==> config.mk <==
export PLATFORM = sky130hd
export DESIGN_NAME = exc_handler_flat
export DESIGN_NICKNAME = d
export VERILOG_FILES = /design/src/rtl/exc_handler_if.sv /design/src/rtl/exc_handler.sv /design/src/flat_wrapper.sv
export SDC_FILE = /design/constraint.sdc
export NUM_CORES = 1
export LEC_CHECK = 0
export CORE_UTILIZATION = 38
export DETAILED_ROUTE_END_ITERATION = 8
export PLACE_DENSITY_LB_ADDON = 0.25
export SYNTH_ARGS = -nofsm -noshare
export SYNTH_HDL_FRONTEND = slang
export SYNTH_SLANG_ARGS = --single-unit
==> constraint.sdc <==
create_clock -name clk -period 1.55 [get_ports clk]
set_input_delay 0.31 -clock clk [delete_from_list [all_inputs] [get_ports clk]]
set_output_delay 0.31 -clock clk [all_outputs]
set_load 0.05 [all_outputs]
==> src/rtl/exc_handler_if.sv <==
// Bus between the controller/datapath and the exception handler.
// The controller side drives the requests and PC; the handler side returns redirects and saved state.
interface exc_handler_if;
    logic        Exc;
    logic [3:0]  EStatus;
    logic        ERet;
    logic [63:0] PC;
    logic        ExcRedirect;
    logic        ERetRedirect;
    logic [63:0] ExcVector;
    logic        ExcAck;
    logic [63:0] ELR;
    logic [3:0]  ESR;
    logic        InHandler;
    logic [15:0] ExcCount;

    modport master (
        output Exc, EStatus, ERet, PC,
        input  ExcRedirect, ERetRedirect, ExcVector, ExcAck, ELR, ESR, InHandler, ExcCount
    );

    modport slave (
        input  Exc, EStatus, ERet, PC,
        output ExcRedirect, ERetRedirect, ExcVector, ExcAck, ELR, ESR, InHandler, ExcCount
    );
endinterface

==> src/rtl/exc_handler.sv <==
// Exception/ERET sequencer: IDLE -> ACK -> HANDLER -> IDLE, saving return address and cause.
// Define EXC_CNT_EN to build the saturating exceptions-taken counter; otherwise ExcCount is tied to 0.
module exc_handler (
    input  logic        clk,
    input  logic        reset,
    exc_handler_if.slave bus
);

    typedef enum logic [1:0] {
        IDLE    = 2'b00,
        ACK     = 2'b01,
        HANDLER = 2'b10,
        ILLEGAL = 2'b11
    } state_e;

    localparam logic [63:0] EXC_VECTOR = 64'h0000_0000_0000_00D8;

    state_e      state_q, state_d;
    logic [63:0] elr_q, elr_d;
    logic [3:0]  esr_q, esr_d;
    logic        exc_redirect;
    logic        eret_redirect;
    logic        exc_taken;

    always_comb begin
        // NOTE: every signal gets a default first so no path leaves it unassigned (no latch).
        state_d       = state_q;
        elr_d         = elr_q;
        esr_d         = esr_q;
        exc_redirect  = 1'b0;
        eret_redirect = 1'b0;
        exc_taken     = 1'b0;

        unique case (state_q)
            IDLE: begin
                if (bus.Exc) begin
                    exc_redirect = 1'b1;
                    exc_taken    = 1'b1;
                    elr_d        = bus.PC;
                    esr_d        = bus.EStatus;
                    state_d      = ACK;
                end
            end
            ACK: begin
                state_d = HANDLER;
            end
            HANDLER: begin
                // ERet wins over a simultaneous Exc; a held Exc is taken again from IDLE.
                if (bus.ERet) begin
                    eret_redirect = 1'b1;
                    state_d       = IDLE;
                end
            end
            default: begin
                state_d = IDLE;
            end
        endcase

        if (reset) begin
            exc_redirect  = 1'b0;
            eret_redirect = 1'b0;
            exc_taken     = 1'b0;
        end
    end

    always_ff @(posedge clk) begin
        // NOTE: sequential state uses non-blocking assignments so all registers update together.
        if (reset) begin
            state_q <= IDLE;
            elr_q   <= '0;
            esr_q   <= '0;
        end else begin
            state_q <= state_d;
            elr_q   <= elr_d;
            esr_q   <= esr_d;
        end
    end

`ifdef EXC_CNT_EN
    logic [15:0] exc_cnt_q, exc_cnt_d;

    always_comb begin
        exc_cnt_d = exc_cnt_q;
        if (exc_taken && (exc_cnt_q != 16'hFFFF)) begin
            exc_cnt_d = exc_cnt_q + 16'd1;
        end
    end

    always_ff @(posedge clk) begin
        if (reset) begin
            exc_cnt_q <= '0;
        end else begin
            exc_cnt_q <= exc_cnt_d;
        end
    end

    assign bus.ExcCount = exc_cnt_q;
`else
    assign bus.ExcCount = 16'h0000;
`endif

    assign bus.ExcRedirect  = exc_redirect;
    assign bus.ERetRedirect = eret_redirect;
    assign bus.ExcVector    = EXC_VECTOR;
    assign bus.ExcAck       = (state_q == ACK);
    assign bus.InHandler    = (state_q == HANDLER);
    assign bus.ELR          = elr_q;
    assign bus.ESR          = esr_q;

    redirect_exclusive: assert property (@(posedge clk) !(exc_redirect && eret_redirect));
    ack_only_in_ack:    assert property (@(posedge clk) bus.ExcAck |-> (state_q == ACK));

endmodule

==> src/flat_wrapper.sv <==
// flat-port wrapper written by rule: the top's interface ports become plain ports
module exc_handler_flat 
  (clk, reset, bus_Exc, bus_EStatus, bus_ERet, bus_PC, bus_ExcRedirect, bus_ERetRedirect, bus_ExcVector, bus_ExcAck, bus_ELR, bus_ESR, bus_InHandler, bus_ExcCount);
  exc_handler_if bus_i ();
  input  logic clk;
  input  logic reset;
  input wire logic [$bits(bus_i.Exc)-1:0] bus_Exc;
  input wire logic [$bits(bus_i.EStatus)-1:0] bus_EStatus;
  input wire logic [$bits(bus_i.ERet)-1:0] bus_ERet;
  input wire logic [$bits(bus_i.PC)-1:0] bus_PC;
  output wire logic [$bits(bus_i.ExcRedirect)-1:0] bus_ExcRedirect;
  output wire logic [$bits(bus_i.ERetRedirect)-1:0] bus_ERetRedirect;
  output wire logic [$bits(bus_i.ExcVector)-1:0] bus_ExcVector;
  output wire logic [$bits(bus_i.ExcAck)-1:0] bus_ExcAck;
  output wire logic [$bits(bus_i.ELR)-1:0] bus_ELR;
  output wire logic [$bits(bus_i.ESR)-1:0] bus_ESR;
  output wire logic [$bits(bus_i.InHandler)-1:0] bus_InHandler;
  output wire logic [$bits(bus_i.ExcCount)-1:0] bus_ExcCount;
  assign bus_i.Exc = bus_Exc;
  assign bus_i.EStatus = bus_EStatus;
  assign bus_i.ERet = bus_ERet;
  assign bus_i.PC = bus_PC;
  assign bus_ExcRedirect = bus_i.ExcRedirect;
  assign bus_ERetRedirect = bus_i.ERetRedirect;
  assign bus_ExcVector = bus_i.ExcVector;
  assign bus_ExcAck = bus_i.ExcAck;
  assign bus_ELR = bus_i.ELR;
  assign bus_ESR = bus_i.ESR;
  assign bus_InHandler = bus_i.InHandler;
  assign bus_ExcCount = bus_i.ExcCount;
  exc_handler u_core (.clk(clk), .reset(reset), .bus(bus_i));
endmodule
# Yosys cells after proc, flatten, opt, wreduce, memory -nomap -nowiden
# Index checks and enable logic that the tools add are counted.
[classes] eq_ne=4 mux=9 n_reduce_logical=3
[ops] cell="$mux 1" n=6
[ops] cell="$pmux 2 s3" n=1
[ops] cell="$mux 2" n=2
[ops] cell="$ne 2x2->1 const B" n=2
[ops] cell="$reduce_and 2->1" n=2
[ops] cell="$eq 2x1->1 const B" n=1
[ops] cell="$eq 2x2->1 const B" n=1
[ops] cell="$logic_not 2->1" n=1
[word_totals] ff_bits=70 input_bits=72 output_inout_bits=152

# Longest topological paths before layout
[logic_depth] ltp_word=3 depth_mapped=4 mapped_depth_nobuf=2

# Least setup slack after synthesis
# Ideal clock, no wire load.
[synth_timing] path_type="register to output" from="reg u_core.state_q[1]" to="out bus_ERetRedirect" arrival_time_ns=1.685 required_ns=1.240 setup_slack_ns=-0.445 path_stages_with_launch=3 cell_sequence="dfxtp_1 nor2b_1 and3b_1"
[synth_between] elab_chain_len=3
[synth_lines] element="start: declaration" line="exc_handler.sv:18" text="state_e state_q, state_d;"
[synth_lines] element="start signal: assignment" line="exc_handler.sv:73" text="state_q <= state_d;"
[synth_lines] element="$eq 2x2->1"
[synth_lines] element="via bus_InHandler" line="flat_wrapper.sv:17" text="output wire logic [$bits(bus_i.InHandler)-1:0] bus_InHandler;"
[synth_lines] element="$mux 1" line="exc_handler.sv:34" text="unique case (state_q)"
[synth_lines] element="$mux 1" line="exc_handler.sv:59" text="if (reset) begin"
[synth_lines] element="end: declaration" line="flat_wrapper.sv:12" text="output wire logic [$bits(bus_i.ERetRedirect)-1:0] bus_ERetRedirect;"
# The timed path passes the listed nets, and every way through them passes these cells.

# Worst setup path in the final report
[layout_timing] from="reg u_core.state_q[0]" to="out bus_ExcRedirect"
[layout_between] elab_chain_len=3
[layout_lines] element="$logic_not 2->1" line="exc_handler.sv:34"
[layout_lines] element="$mux 1" line="exc_handler.sv:34"
[layout_lines] element="$mux 1" line="exc_handler.sv:59"
[layout_lines] element="end: declaration" line="flat_wrapper.sv:11" text="output wire logic [$bits(bus_i.ExcRedirect)-1:0] bus_ExcRedirect;"
# Every way passes these cells.

==> results.sh <==
export IMPL_die_w_um=102
export IMPL_grt_pass1_wl_um=11400
export IMPL_clkLatencyLatePin_ns=0.34
export IMPL_setup_violations=2
export IMPL_seq_power_share_pct=39.6
export IMPL_hpwl_um=5380
export IMPL_crit_family="simple AND/OR/NAND/NOR gates"
export IMPL_p_int_mw=3.16
export IMPL_pwr_share_comb_pct=33.8
export IMPL_min_from="u_core.bus.ELR[49]"
export IMPL_grt_max_degree=66
export IMPL_track_usage_pct=14.0
export IMPL_finalCritPeriodShare_pct=101
export IMPL_p_clk_share_pct=26.6
export IMPL_cap_viol_max_count=0
export IMPL_die_h_um=102
export IMPL_max_vdd_ir_drop_mv=0.414
export IMPL_crit_start="u_core.state_q[0]"
export IMPL_root_buffer="clkbuf_8"
export IMPL_crit_fanout=4
export IMPL_slowest_delay_ns=0.36
export IMPL_status="finished with violations"
export IMPL_post_drt_via_cell_ratio=3.98
export IMPL_totalWireLength_um=7370
export IMPL_synth_area_um2=3820
export IMPL_fin_skew_ns=0.00511
export IMPL_cts_sinks=70
export IMPL_grt_pass1_vias=2485
export IMPL_cts_tree="built"
export IMPL_numPortBuffers=143
export IMPL_diodes=0
export IMPL_crit_type="register to primary output"
export IMPL_synth_cells=387
export IMPL_crit_required_ns=1.24
export IMPL_ioPinCount=224
export IMPL_cts_buffers=9
export IMPL_rsz0062_at_grt="true"
export IMPL_finalMaxSlewViolations=0
export IMPL_antenna_found_initial=0
export IMPL_design_area_um2=5080
export IMPL_period_needed_ns=1.57
export IMPL_fmax_mhz=638
export IMPL_hold_buffers=0
export IMPL_dp_slack_ns=-0.229
export IMPL_ant_nets=0
export IMPL_placed_cell_area_um2=4880
export IMPL_slowest_stage="dfxtp_2"
export IMPL_hold_path_class="register to register"
export IMPL_overflow=0
export IMPL_clk_pin_slew_ns=0.08
export IMPL_initial_core_util_pct=39.1
export IMPL_vias=2645
export IMPL_nets=599
export IMPL_wl_per_cell_um=11.1
export IMPL_yosys_warnings=0
export IMPL_powerDensity_nw_per_um2=1000
export IMPL_num_rows=36
export IMPL_switchingPower_mw=1.92
export IMPL_fp_dieArea_um2=10500
export IMPL_detail_route_first_pass_iterations=4
export IMPL_cts_path_max_buffers=2
export IMPL_drc=0
export IMPL_worstSetupStartpointType="register"
export IMPL_r2r_start="u_core.state_q[0]"
export IMPL_cp_end_kind="primary output"
export IMPL_crit_chain="nor3b_4 > and2b_2 > buf_12"
export IMPL_switching_share_pct=37.8
export IMPL_drt_iter0_markers=38
export IMPL_area_delta_synth_final_pct=33.0
export IMPL_drive_gt1_share_pct=20.1
export IMPL_routabilityCongestion=0.666
export IMPL_ys_ff_latch=70
export IMPL_p_leak_nw=2.29
export IMPL_syn_area_per_cell_um2=9.87
export IMPL_failed_checks="setup timing"
export IMPL_htreeDepth=3
export IMPL_synth_cell_types=15
export IMPL_setup_ws_ns=-0.0165
export IMPL_hold_viol=0
export IMPL_yosysSeqAreaShare_pct=36.7
export IMPL_coreArea_um2=9770
export IMPL_arrival_ns=1.26
export IMPL_critPathBufInv=1
## registers in the layout, indices dropped and copies added (netlist names)
name and count:
u_core.state_q 2, u_core.bus.ELR 64, u_core.bus.ESR 4
## power groups by stage
stage          clock network (mW)  registers [mW]  logic, mW
2_1_floorplan                   0            2.48       1.00
3_3_place_gp                    0            2.04       1.71
3_5_place_dp                    0            2.05       1.72
4_1_cts                      1.42            2.01       1.73
5_1_grt                      1.50            2.02       1.81
6_report                     1.35            2.01       1.72
## cell usage in the layout, fill, tap and decap left out, types with 2 or more instances in the layout
master and count:
mux2i_1 68, conb_1 80, dfxtp_2 2, and2b_1 2, dfxtp_1 68, clkinv_2 2
clkdlybuf4s50_1 69, clkbuf_8 11, nand2b_1 136, buf_12 6, buf_4 76, clkinvlp_4 2
## worst paths after layout
check / end / slack (ns) / cells after the start
hold reg to reg: u_core.bus.ELR[49] / 0.48 / 2
setup reg to reg: u_core.bus.ELR[36] / 0.17 / 4
hold / removal: u_core.bus.ELR[49] / 0.48 / 2
setup / recovery: bus_ExcRedirect / -0.02 / 3
## per-stage QoR
step,power [mW],util (%),TNS (ns),std cells,hold slack (ns)
final,5.08,51.9,-0.0235,665,0.475
after global routing,5.34,51.9,-0.188,665,0.495
after CTS,5.16,51.9,-0.0939,665,0.480
after detailed placement,3.77,49.9,-11.25,648,0.467
after global placement,3.75,49.9,-9.29,648,0.459
after floorplan,3.48,-,0,465,0.465
## repair_timing
item,CTS,global route
resized for setup,4,0
pin swaps,0,0
setup buffers,1,0
endpoints found under the setup margin,2,2
## layout make-up
cell class | instances | area, um2
repair buffers | 154 | 1410
multi-input cells | 292 | 1920
clock inverters | 5 | 33.8
flip-flops and latches | 70 | 1400
clock buffers | 11 | 151
well taps | 133 | 166
fillers | 912 | 4700
## Yosys cell counts
master    count  share of area, %
buf_4        80                16
nor3b_1       1              0.20
nor2b_1       1              0.16
buf_12        7               3.7
o21ba_2       1              0.26
buf_2         2              0.26
buf_6         1              0.29
mux2i_1      68                18
nand2b_1    136                22
clkbuf_1     13               1.3
conb_1        2              0.20
nor3b_2       1              0.33
and2b_1       3              0.59
dfxtp_1      70                37
and3b_1       1              0.23
## logic make-up (layout without fill, tap and decap cells)
logic type | after synthesis | in the layout | synth area share (%)
AOI/OAI and AO/OA | 1 | 1 | 0.262
buffers and inverters | 103 | 170 | 21.2
DFF | 70 | 70 | 36.7
and+or+nand+nor | 143 | 143 | 23.8
other | 2 | 80 | 0.197
muxes | 68 | 68 | 17.8
## worst reg2reg max path: cells and delay by family (launching register included)
kind,cells,cell delay (ns)
mux,1,0.27
buf+inv,2,0.45
simple gates,1,0.22
flops,1,0.36
## routing by layer
metal	part of all wire [%]	vias to the layer above	track usage (%)
li1	-	1338	-
met1	43	1171	16.5
met2	47	126	23.0
met3	8.8	10	5.27
met4	1.3	0	5.93
met5	0	-	0
(Power assumes the default switching activity.)
